### src/rtl/batcharger_adcseq.sv
// Round-robin ADC sequencer for battery-charger voltage/current/temperature monitoring.
// Selects a channel, lets the mux settle, pulses a conversion start, then stores the result.
module batcharger_adcseq #(
  parameter int unsigned SETTLE  = 4,
  parameter int unsigned TIMEOUT = 64
) (
  input  logic       clk,
  input  logic       rst,
  input  logic       en,
  input  logic       vmonen,
  input  logic       imonen,
  input  logic       tmonen,
  output logic [1:0] adc_sel,
  output logic       adc_start,
  input  logic       adc_done,
  input  logic [7:0] adc_data,
  output logic [7:0] vbat,
  output logic [7:0] ibat,
  output logic [7:0] tbat,
  output logic       vtok,
  output logic       adc_err
);

  typedef enum logic [2:0] {ST_IDLE, ST_SELECT, ST_SETTLE, ST_START, ST_WAIT} state_t;

  localparam logic [7:0] SETTLE_LAST = 8'(SETTLE - 1);
  // WAIT begins the cycle after adc_start, so the last allowed WAIT cycle is TIMEOUT-2.
  localparam logic [7:0] WAIT_LAST   = 8'(TIMEOUT - 2);

  state_t     state_q, state_d;
  logic [7:0] cnt_q, cnt_d;
  logic [1:0] ptr_q, ptr_d;
  logic [1:0] sel_q, sel_d;
  logic       start_q, start_d;
  logic       err_q, err_d;
  logic       vtok_q, vtok_d;

  logic [2:0]  mon;
  logic [2:0]  load;
  logic        clr_valid;
  logic [2:0]  valid_all;
  logic [2:0]  valid_nx;
  logic [23:0] res_all;
  logic [1:0]  cand_ch [3];
  logic [2:0]  cand_ok;

  assign mon = {tmonen, imonen, vmonen};

  // Candidate gi is the channel gi steps after the round-robin pointer.
  for (genvar gi = 0; gi < 3; gi++) begin : g_cand
    logic [2:0] sum;
    assign sum         = {1'b0, ptr_q} + 3'(gi);
    assign cand_ch[gi] = (sum >= 3'd3) ? 2'(sum - 3'd3) : sum[1:0];
    assign cand_ok[gi] = mon[cand_ch[gi]];
  end

  always_comb begin
    state_d   = state_q;
    ptr_d     = ptr_q;
    sel_d     = sel_q;
    err_d     = err_q;
    load      = '0;
    clr_valid = 1'b0;
    case (state_q)
      ST_IDLE: begin
        if (|mon) state_d = ST_SELECT;
      end
      ST_SELECT: begin
        if (cand_ok[0]) begin
          sel_d   = cand_ch[0];
          state_d = ST_SETTLE;
        end else if (cand_ok[1]) begin
          sel_d   = cand_ch[1];
          state_d = ST_SETTLE;
        end else if (cand_ok[2]) begin
          sel_d   = cand_ch[2];
          state_d = ST_SETTLE;
        end else begin
          state_d = ST_IDLE;
        end
      end
      ST_SETTLE: begin
        if (cnt_q >= SETTLE_LAST) state_d = ST_START;
      end
      ST_START: begin
        state_d = ST_WAIT;
      end
      ST_WAIT: begin
        if (adc_done) begin
          load[sel_q] = 1'b1;
          ptr_d       = (sel_q == 2'd2) ? 2'd0 : sel_q + 2'd1;
          state_d     = ST_SELECT;
        end else if (cnt_q >= WAIT_LAST) begin
          err_d     = 1'b1;
          clr_valid = 1'b1;
          state_d   = ST_IDLE;
        end
      end
      default: state_d = ST_IDLE;
    endcase
    // Disabling drops any conversion in flight, including a completion in this cycle.
    if (!en) begin
      state_d   = ST_IDLE;
      ptr_d     = ptr_q;
      load      = '0;
      clr_valid = 1'b1;
    end
    if (state_d != state_q) cnt_d = 8'd0;
    else if (cnt_q == 8'hFF) cnt_d = cnt_q;
    else cnt_d = cnt_q + 8'd1;
    start_d = (state_d == ST_START);
  end

  for (genvar gi = 0; gi < 3; gi++) begin : g_chan
    logic [7:0] res_q, res_d;
    logic       valid_q, valid_d;

    always_comb begin
      res_d   = res_q;
      valid_d = valid_q;
      if (clr_valid) begin
        valid_d = 1'b0;
      end else if (load[gi]) begin
        res_d   = adc_data;
        valid_d = 1'b1;
      end
    end

    always_ff @(posedge clk) begin
      if (rst) begin
        res_q   <= '0;
        valid_q <= 1'b0;
      end else begin
        res_q   <= res_d;
        valid_q <= valid_d;
      end
    end

    assign res_all[gi*8 +: 8] = res_q;
    assign valid_all[gi]      = valid_q;
    assign valid_nx[gi]       = valid_d;
  end

  // Rises one cycle after both V and T are valid; falls together with the flags.
  assign vtok_d = valid_all[0] & valid_all[2] & valid_nx[0] & valid_nx[2];

  always_ff @(posedge clk) begin
    if (rst) begin
      state_q <= ST_IDLE;
      cnt_q   <= 8'd0;
      ptr_q   <= 2'd0;
      sel_q   <= 2'd0;
      start_q <= 1'b0;
      err_q   <= 1'b0;
      vtok_q  <= 1'b0;
    end else begin
      state_q <= state_d;
      cnt_q   <= cnt_d;
      ptr_q   <= ptr_d;
      sel_q   <= sel_d;
      start_q <= start_d;
      err_q   <= err_d;
      vtok_q  <= vtok_d;
    end
  end

  assign adc_sel   = sel_q;
  assign adc_start = start_q;
  assign vbat      = res_all[7:0];
  assign ibat      = res_all[15:8];
  assign tbat      = res_all[23:16];
  assign vtok      = vtok_q;
  assign adc_err   = err_q;

endmodule

### config.mk
export PLATFORM = sky130hd
export DESIGN_NAME = batcharger_adcseq
export DESIGN_NICKNAME = d
export VERILOG_FILES = /design/src/rtl/batcharger_adcseq.sv
export SDC_FILE = /design/constraint.sdc
export NUM_CORES = 1
export LEC_CHECK = 0
export CAP_MARGIN = 30
export CORE_MARGIN = 4
export CORE_UTILIZATION = 45
export CTS_CLUSTER_DIAMETER = 80
export DETAILED_ROUTE_END_ITERATION = 16
export PLACE_DENSITY = 0.73
export SLEW_MARGIN = 20
export SYNTH_ARGS = -nofsm -noshare
export SYNTH_HDL_FRONTEND = slang
export SYNTH_SLANG_ARGS = --single-unit
export TNS_END_PERCENT = 20
### constraint.sdc
create_clock -name clk -period 1.75 [get_ports clk]
set_input_delay 0.175 -clock clk [delete_from_list [all_inputs] [get_ports clk]]
set_output_delay 0.175 -clock clk [all_outputs]
set_load 0.02 [all_outputs]
Yosys cells after proc, flatten, opt, wreduce, memory -nomap -nowiden
Cells that the tools add are included.
{"block": "word_totals", "register_bits": 44}
{"block": "classes", "add_sub_neg": 7, "n_lt_le_gt_ge": 10, "n_eq_ne": 8, "mux": 35, "bitwise": 5, "n_reduce_logical": 11}
{"operator": "$mux W3", "count": 8}
{"operator": "$mux W2", "count": 10}
{"operator": "$pmux W3 S5", "count": 1}
{"operator": "$lt A2 B3 Y1 const B", "count": 4}
{"operator": "$mux W1", "count": 12}
{"operator": "$eq A3 B2 Y1 const B", "count": 3}
{"operator": "$add A8 B1 Y8 const B", "count": 1}
{"operator": "$eq A8 B8 Y1 const B", "count": 1}
{"operator": "$ge A8 B2 Y1 const B", "count": 1}
{"operator": "$ge A8 B6 Y1 const B", "count": 1}
{"operator": "$reduce_and A2 Y1", "count": 4}
{"operator": "$bmux W1 S2", "count": 3}
{"operator": "$ge A3 B2 Y1 const B", "count": 2}
{"operator": "$reduce_and A3 Y1", "count": 2}
{"operator": "$sub A2 B2 Y2 const B", "count": 3}
{"operator": "$add A2 B1 Y3 const B", "count": 1}
{"operator": "$add A2 B2 Y3 const B", "count": 1}
{"operator": "$and A1 B1 Y1", "count": 3}
{"operator": "$eq A3 B1 Y1 const B", "count": 1}
{"operator": "$eq A3 B3 Y1 const B", "count": 1}
{"operator": "$logic_not A3 Y1", "count": 1}
{"operator": "$ne A3 B3 Y1", "count": 1}
{"operator": "$reduce_bool A3 Y1", "count": 1}
{"operator": "$reduce_or A3 Y1", "count": 1}
{"operator": "8 further kinds", "count": 9}

Depth between registers and ports, before layout
Gate-level depths: netlist of the first run.
{"block": "depth", "word_depth": 12, "depth_mapped": 7}

Worst setup path before layout of the first run
No wires, ideal clock.
{"block": "synth_timing", "kind": "reg2reg", "start": "reg ptr_q[0]", "end": "reg sel_q[1] (netlist: adc_sel[1])", "setup_ps": 91, "arrival_ps": 1534, "path_slack_ps": 125, "path_stages_with_launch": 8, "n_path_buf": 0, "synth_period_minus_slack_ps": 1625, "path_cell_list": "dfxtp_1 -> inv_1 -> ha_1 -> nand2b_1 -> or2_2 -> o2111ai_1 -> a21oi_1 -> a311oi_1"}
{"block": "synth_between", "elab_chain_len": 7, "word_cells_on_any_way": 22, "classes_between": "add/sub (5); order compare (3); mux (12); reduce/logical (2)"}
{"item": "start: declaration", "line": "32", "text": "logic [1:0] ptr_q, ptr_d;"}
{"item": "start signal: assignment", "line": "159", "text": "ptr_q <= ptr_d;"}
{"item": "$add A2 B1 Y3 / $add A2 B2 Y3 (equally long branches)", "line": "52", "text": "assign sum = {1'b0, ptr_q} + 3'(gi);"}
{"item": "$ge A3 B2 Y1 / $sub A2 B2 Y2 (equally long branches)", "line": "53", "text": "assign cand_ch[gi] = (sum >= 3'd3) ? 2'(sum - 3'd3) : sum[1:0];"}
{"item": "$mux W2", "line": "53"}
{"item": "$bmux W1 S2", "line": "54", "text": "assign cand_ok[gi] = mon[cand_ch[gi]];"}
{"item": "$mux W1 (implied by the code)", "line": "54"}
{"item": "$reduce_bool A3 Y1 (no line) / $mux W2 (equally long branches)"}
{"item": "$reduce_and A2 Y1 (no line) / $mux W2 (equally long branches)"}
{"item": "end signal: assignment", "line": "160", "text": "sel_q <= sel_d;"}
{"item": "end: declaration", "line": "33", "text": "logic [1:0] sel_q, sel_d;"}
Several ways; a longest one is shown, not always the timed one. The select of a mux whose other input is x is not followed.
A chain may end at the register's enable or synchronous reset.

Final worst setup path of the first run
Same ends and word-level chain as after synthesis.

==> impl_metrics.json, run 1 <==
{
  "finClkSkew_ns": 0.00521,
  "p_sw_frac": 0.229,
  "ys_warn_count": 0,
  "drc": 0,
  "p_clk_frac": 0.353,
  "place_congestion": 0.896,
  "path_cells": "buf_4 -> ha_1 -> nor2b_4 -> a211oi_2 -> o2111ai_2 -> a311oi_1",
  "combPwrFrac": 0.084,
  "seq_area_frac_synth": 0.448,
  "antenna_cells": 0,
  "clk_latency_ns": 0.29,
  "ys_async_sr_fraction": 0,
  "initial_utilization": 0.478,
  "routed_via_density": 5.32,
  "period_needed_ns": 1.69,
  "grt_max_degree": 28,
  "cp-startpoint": "ptr_q[0]",
  "hold_viol": 0,
  "cts_buffer_depth": 2,
  "max_stage_delay_ns": 0.33,
  "slew_violations": 0,
  "setup_slack_ns": 0.0648,
  "grt_pass1_wl_mm": 7.73,
  "drive_gt1_frac": 0.211,
  "core_um2": 4120,
  "critPathLaunchType": "flop",
  "maxCapViolCount": 0,
  "syn_inst": 223,
  "dp_worst_setup_slack_ns": -0.0984,
  "area_delta_synth_final_pct": 40.9,
  "ys_seq_elements": 44,
  "die_height_um": 74.1,
  "max_slew_margin": 0.766,
  "syn_nets": 244,
  "crit_arrival_ns": 1.89,
  "end_kind": "flop",
  "cp_slowest_cell": "dfxtp_2",
  "drtAntennaViolNets": 0,
  "numCtsBuffers": 5,
  "wire_per_inst_um": 14.1,
  "power_mw": 1.82,
  "grt_overflow": 0,
  "track_usage": 0.180,
  "postSynthAreaPerCell_um2": 8.82,
  "synth.largest_area_cell": "dfxtp_1",
  "port_buffers": 43,
  "synth-edff-count": 0,
  "ys_types": 47,
  "syn_area_um2": 1970,
  "dp_hpwl_mm": 3.40,
  "drt-initial-drc-count": 104,
  "vias": 1805,
  "mostFrequentLayoutCells": "clkdlybuf4s50_1, dfxtp_1, nor2_1",
  "critPathKind": "flop to flop",
  "vdd.ir_drop.worst_uv": 535,
  "synthTopCellsByArea": "dfxtp_1, mux2i_1, nor2_1",
  "period_share": 0.963,
  "root_buffer": "clkbuf_8",
  "layout_commonest_cell": "clkdlybuf4s50_1",
  "p_per_area_nw_per_um2": 657,
  "worstHoldStart": "adc_err",
  "outcome": "finished, final reports clean",
  "layout.nets": 309,
  "num_io_pins": 44,
  "hold_slack_ns": 0.452,
  "clock_sinks": 44,
  "routed_wl_mm": 4.77,
  "synth_top_area_frac": 0.448,
  "clkTransAtPathRegs_ns": 0.08,
  "hold_path.class": "flop to flop",
  "reg2reg_from": "ptr_q[0]",
  "rsz0062_at_grt": "yes",
  "first_pass_iters": 4,
  "max_freq_mhz": 593,
  "antenna_found_initial": 0,
  "setup_viol": 0,
  "power_leakage_nw": 1.01,
  "worstPathRequired_ns": 1.95,
  "htreeDepth": 2,
  "tightest_slew_ns": 0.350,
  "synthFlopType": "dfxtp_1",
  "die_w_um": 74.1,
  "cts_tree": "built",
  "p_seq_frac": 0.563,
  "crit_fanout": 4,
  "placementRows": 23,
  "grt_pass1_vias": 1728,
  "power_switching_mw": 0.416,
  "dieArea_um2": 5490,
  "p_int_mw": 1.40
}
[synth_stat cells (all sizes together), types with 5 or more instances]
master	n
inv	6
nor2b	6
a21oi	17
nand2	22
mux2i	16
o21ai	7
clkbuf	5
dfxtp	44
nor2	35
nand4	5
ha	6
nand3	7
nor3	7
[metal layers]
metal	GRT usage	vias up	part of all wire
li1	-	907	-
met1	0.233	847	0.45
met2	0.290	44	0.48
met3	0.0405	7	0.047
met4	0.0744	0	0.016
met5	0	-	0
[logic make-up (layout without fill, tap and decap cells)]
| family | Yosys count | in the layout | share of synthesized area |
|---|---|---|---|
| compound gates | 40 | 40 | 0.132 |
| xor+xnor | 3 | 3 | 0.0134 |
| fa+ha+maj | 6 | 6 | 0.0382 |
| buf+inv | 15 | 81 | 0.0363 |
| flops | 44 | 44 | 0.448 |
| mux | 16 | 16 | 0.0814 |
| simple gates | 99 | 99 | 0.251 |
[sequential cells by signal, indices dropped and copies added, names as in the netlist]
register        flops
adc_err             1
adc_sel             2
adc_start           1
cnt_q               8
g_chan.valid_q      2
ibat                8
ptr_q               2
state_q             3
tbat                8
vbat                8
vtok                1
[critical path, delay by kind of cell, from the launching register on]
family	cells	cell delay, ns
flops	1	0.33
simple gates	1	0.15
fa+ha+maj	1	0.23
compound gates	3	0.75
buf+inv	1	0.13
[path summary, 6_finish.rpt]
kind	cells past startpoint	endpoint	slack (ns)
hold reg to reg	2	adc_err	0.45
hold / removal	2	adc_err	0.45
setup reg to reg	6	adc_sel[1]	0.06
setup / recovery	6	adc_sel[1]	0.06
[layout make-up]
class | instances | area [um^2]
fill | 335 | 1340
multi-input combinational | 164 | 1100
clock inverter | 2 | 10.0
clock buffer | 6 | 82.6
inverter | 6 | 22.5
timing repair buffer | 67 | 611
sequential | 44 | 887
tap | 50 | 62.6
[per-stage QoR]
| stage | util | TNS [ns] | cell area, um^2 | instances |
|---|---|---|---|---|
| finish | 0.673 | 0 | 2770 | 339 |
| global route | 0.673 | -0.0882 | 2770 | 339 |
| CTS | 0.654 | -0.0192 | 2690 | 338 |
| detailed placement | 0.630 | -0.844 | 2590 | 330 |
| global placement | 0.630 | -0.241 | 2590 | 330 |
| floorplan | - | 0 | 1970 | 223 |
[power groups by stage]
stage / sequential (mW) / clock (mW) / combinational, mW
after global placement: 1.05 / 0 / 0.144
after global routing: 1.03 / 0.693 / 0.168
after detailed placement: 1.05 / 0 / 0.144
after floorplan: 1.05 / 0 / 0.0642
after CTS: 1.02 / 0.649 / 0.147
final: 1.02 / 0.642 / 0.154
[what timing repair did]
item,in CTS,in global routing
gates resized for setup,2,20
pin swaps,0,4
endpoints found under the hold margin,0,0
setup endpoints to repair,6,18
hold buffers,0,0
buffers inserted,0,1
(Power assumes the default switching activity.)
==> run 2, diff against run 1 <==
TNS_END_PERCENT = 5   (was 20)
==> results of run 2 <==
Final layout, timing and power as in run 1 (identical DEF).
==> variant 1, RTL diff (config.mk and constraints of run 1) <==
Re-encode `state_t` (5 states) as one-hot, 5 bits wide.
--- a/src/rtl/batcharger_adcseq.sv
+++ b/src/rtl/batcharger_adcseq.sv
@@ -22,5 +22,5 @@
 );
 
-  typedef enum logic [2:0] {ST_IDLE, ST_SELECT, ST_SETTLE, ST_START, ST_WAIT} state_t;
+  typedef enum logic [4:0] {ST_IDLE = 5'b00001, ST_SELECT = 5'b00010, ST_SETTLE = 5'b00100, ST_START = 5'b01000, ST_WAIT = 5'b10000} state_t;
 
   localparam logic [7:0] SETTLE_LAST = 8'(SETTLE - 1);
Check against the original RTL: same outputs for any inputs over 10 cycles, from zero or initial values and one cycle with rst high; not proved beyond that.
==> variant 1 against run 1 <==
- the run now ends with negative setup slack left
- cell area increased by 13%
- worst setup slack got worse by 380 ps
- die area is 9.5% higher
- largest power group unchanged
- power up 4.8%
- critical endpoint unchanged
- routed wire length rose by 6.0%
- synthesized area up 11%
- clock skew is 1.3 ps lower
- fmax is 18% lower
- hold slack got worse by 24 ps
- count of clock-buffer cells in the layout decreased by 1
- global-route usage down 0.90 points
- sequential cell count grew 2
==> variant 1: results (changes against run 1) <==
status=complete, but fails checks; violated checks=negative setup slack; Post-Route WL=5.05 mm (+6.0%); final setup fails=34 (+34); CP max FO=5 (+1); Crit path largest cell delay=550 ps (+220 ps); r2r worst-path depth=7 (+1); gr usage total=17.1% (-0.90 points); Fill cells=405 (+21%); Seq Cell Count=46 (+4.5%); min setup slack post-route=-317 ps (-382 ps); met1 Use GR=22.1% (-1.1 points); nets=329 (+6.5%); worst hold slack=428 ps (-23.6 ps); top cells by count, synth=dfxtp_1 (46), nor2_1 (43), mux2i_1 (25); Placer Congestion=0.857 (-4.4%); worst clock skew=3.91 ps (-1.30 ps); slew margin rel.=68.7% (-7.9 points); Sequential cell area=928 µm² (+4.7%); Worst path slowest cell=or4_1; Setup TNS=-5930 ps (-5930 ps); hold path startpoint=g_chan[0].valid_q; VDD IR-drop max=0.459 mV (-14%); Min-Delay Endpoint=vtok; RR Startpoint=ptr_q[1]; synth top area cells=dfxtp_1 (42%), mux2i_1 (11%), nor2_1 (7.4%)
==> variant 1: changes by cell type in the layout (fill, tap and decap cells not counted), sizes merged, moves of 4 or more <==
cell,run 1,this run
nand2,22,11
xnor2,1,5
buf,24,41
nor2,35,44
nor3b,2,6
o21ai,7,3
mux2i,16,25
a21oi,17,11
==> variant 1: layer usage <==
layer  up-vias  share of wire [%]
met5         -                  0
met4         0                2.0
met3         8                4.4
met2        50                 48
met1       875                 46
li1        964                  -
==> variant 1: cells by family after synthesis <==
logic type	after synthesis	synth area share, %
AOI/OAI and AO/OA	25	10.2
xor gates and xnor gates	6	2.41
adders and majority gates	4	2.30
buffers and inverters	13	3.28
DFF	46	42.3
muxes	26	12.0
and+or+nand+nor	107	27.5
==> variant 1: how the worst max path moves through the flow <==
| stage | startpoint | to | depth (start not counted) |
|---|---|---|---|
| floorplan | ptr_q[0] | adc_sel[1] | 7 |
| global placement | imonen | cnt_q[7] | 7 |
| CTS | ptr_q[0] | cnt_q[3] | 8 |
| detailed placement | imonen | cnt_q[7] | 7 |
| global route | ptr_q[1] | cnt_q[2] | 8 |
| finish | ptr_q[1] | adc_sel[1] | 7 |
==> variant 1: stage by stage <==
step	power (mW)	setup slack, ps	cell area (µm²)	util, %	std cells
6_report	1.91	-317	3130	66.6	365
3_3_place_gp	1.28	-350	2920	62.2	352
4_1_cts	1.92	-236	3060	65.1	362
3_5_place_dp	1.28	-404	2920	62.2	352
5_1_grt	2.00	-417	3130	66.6	365
2_1_floorplan	1.19	-178	2200	-	227
==> variant 1: what timing repair did <==
item | in CTS | in global routing
endpoints found under the setup margin | 36 | 42
setup buffers | 2 | 3
gates resized for setup | 9 | 8
pin swaps | 10 | 8
==> variant 1: tightest hold or removal path, stage by stage (launching register included) <==
cell and delay [ps]:
dfxtp_1 320, nand2_1 50, nor2_1 30
==> variant 2, RTL diff (flow settings as in run 1) <==
Made on the original files. `TIMEOUT`: 64 -> 48.
--- a/src/rtl/batcharger_adcseq.sv
+++ b/src/rtl/batcharger_adcseq.sv
@@ -3,5 +3,5 @@
 module batcharger_adcseq #(
   parameter int unsigned SETTLE  = 4,
-  parameter int unsigned TIMEOUT = 64
+  parameter int unsigned TIMEOUT = 48
 ) (
   input  logic       clk,
Function: same outputs for any inputs over 10 cycles, from zero or initial values and one cycle with rst high; that may be too few to reach the edited logic, so the function may still have changed.
==> variant 2 against run 1 <==
- synthesized cell count down 1.8%
- power is 8.2% higher
- sequential cell count unchanged
- via count fell by 5.7%
- sequential share of layout area is 0.27 points lower
- cell area is 0.72% higher
- routed wire length shrank 3.8%
- final cell count decreased by 3.8%
- worst setup slack improved by 16 ps
- utilization decreased by 3.2 points
- synthesized area is 3.5% higher
- register-to-register slack better by 30 ps
- clock power grew 27%
- non-clock buffer count shrank 9
==> variant 2: results (changes against run 1) <==
status=finished clean; Worst path slowest cell=clkdlybuf4s50_1; routed vias=1702 (-5.7%); syn avg cell area=9.30 µm² (+5.4%); DRT met1 WL=2.10 mm (-2.4%); placed cell area=0.00262 mm² (+1.0%); Post-Route WL=4.59 mm (-3.8%); VDD IR-drop max=0.582 mV (+8.9%); worst clock skew=9.04 ps (+3.84 ps); Power Total=1.97 mW (+8.2%); clock-cell share of area=4.35% (+1.0 points); Synth cell types=40 (-15%); routed wl met3=185 µm (-17%); nets=294 (-4.9%); Seq Cell Count=44 (unchanged); Seq/total area=31.7% (-0.27 points); multi-input combinational area share=40.0% (+0.48 points); NetSw=0.428 mW (+2.9%); syn_nets=240 (-1.6%); met1 Use GR=21.7% (-1.5 points); #MultiIn Comb=155 (-5.5%); Hold Path Stages=1 (-1); Buffers, non-clock=58 (-13%); Placer Congestion=0.884 (-1.3%); Fill cells=368 (+9.9%); first-pass GRT wire length=7.29 mm (-5.7%); Signal buf overhead=20.3% (-1.7 points); Detail Placement HPWL=3.23 mm (-5.0%); top cells by count, synth=dfxtp_1 (44), nor2_1 (40), mux2i_1 (24); Seq/Total Area, Yosys=43.3% (-1.5 points); Clock power frac=41.5% (+6.2 points); CTS resizes=1 (-1); CP max FO=8 (+4); Vias/cell=5.22 (-1.9%); placed cells=318 (-3.6%); gr usage total=16.5% (-1.5 points); r2r worst-path depth=5 (-1); pin count of the biggest net entering global routing=31 (+11%)
variant 2: changes by cell type in the layout (fill, tap and decap cells not counted), sizes merged, moves of 5 or more:
cell / delta
a21oi: -12
a31oi: +6
buf: -9
mux2i: +8
nand2: -14
nor2: +5
variant 2: final timing paths:
check                           slack [ps]         startpoint           endpoint
worst max-delay path                    80           adc_done           cnt_q[1]
worst min-delay path                   470  g_chan[2].valid_q  g_chan[2].valid_q
worst max register to register          90         state_q[2]           cnt_q[1]
worst min register to register         470  g_chan[2].valid_q  g_chan[2].valid_q
variant 2: cell families (layout without fill, tap and decap cells):
group	Yosys count	after routing	share of synthesized area, %
adder cells (fa/ha/maj)	6	6	3.69
flip-flops	44	44	43.3
multiplexers	25	25	12.4
AO/OA/AOI/OAI	32	32	12.0
buffers and inverters	20	75	4.79
AND/OR/NAND/NOR	89	89	22.6
XOR/XNOR	3	3	1.29
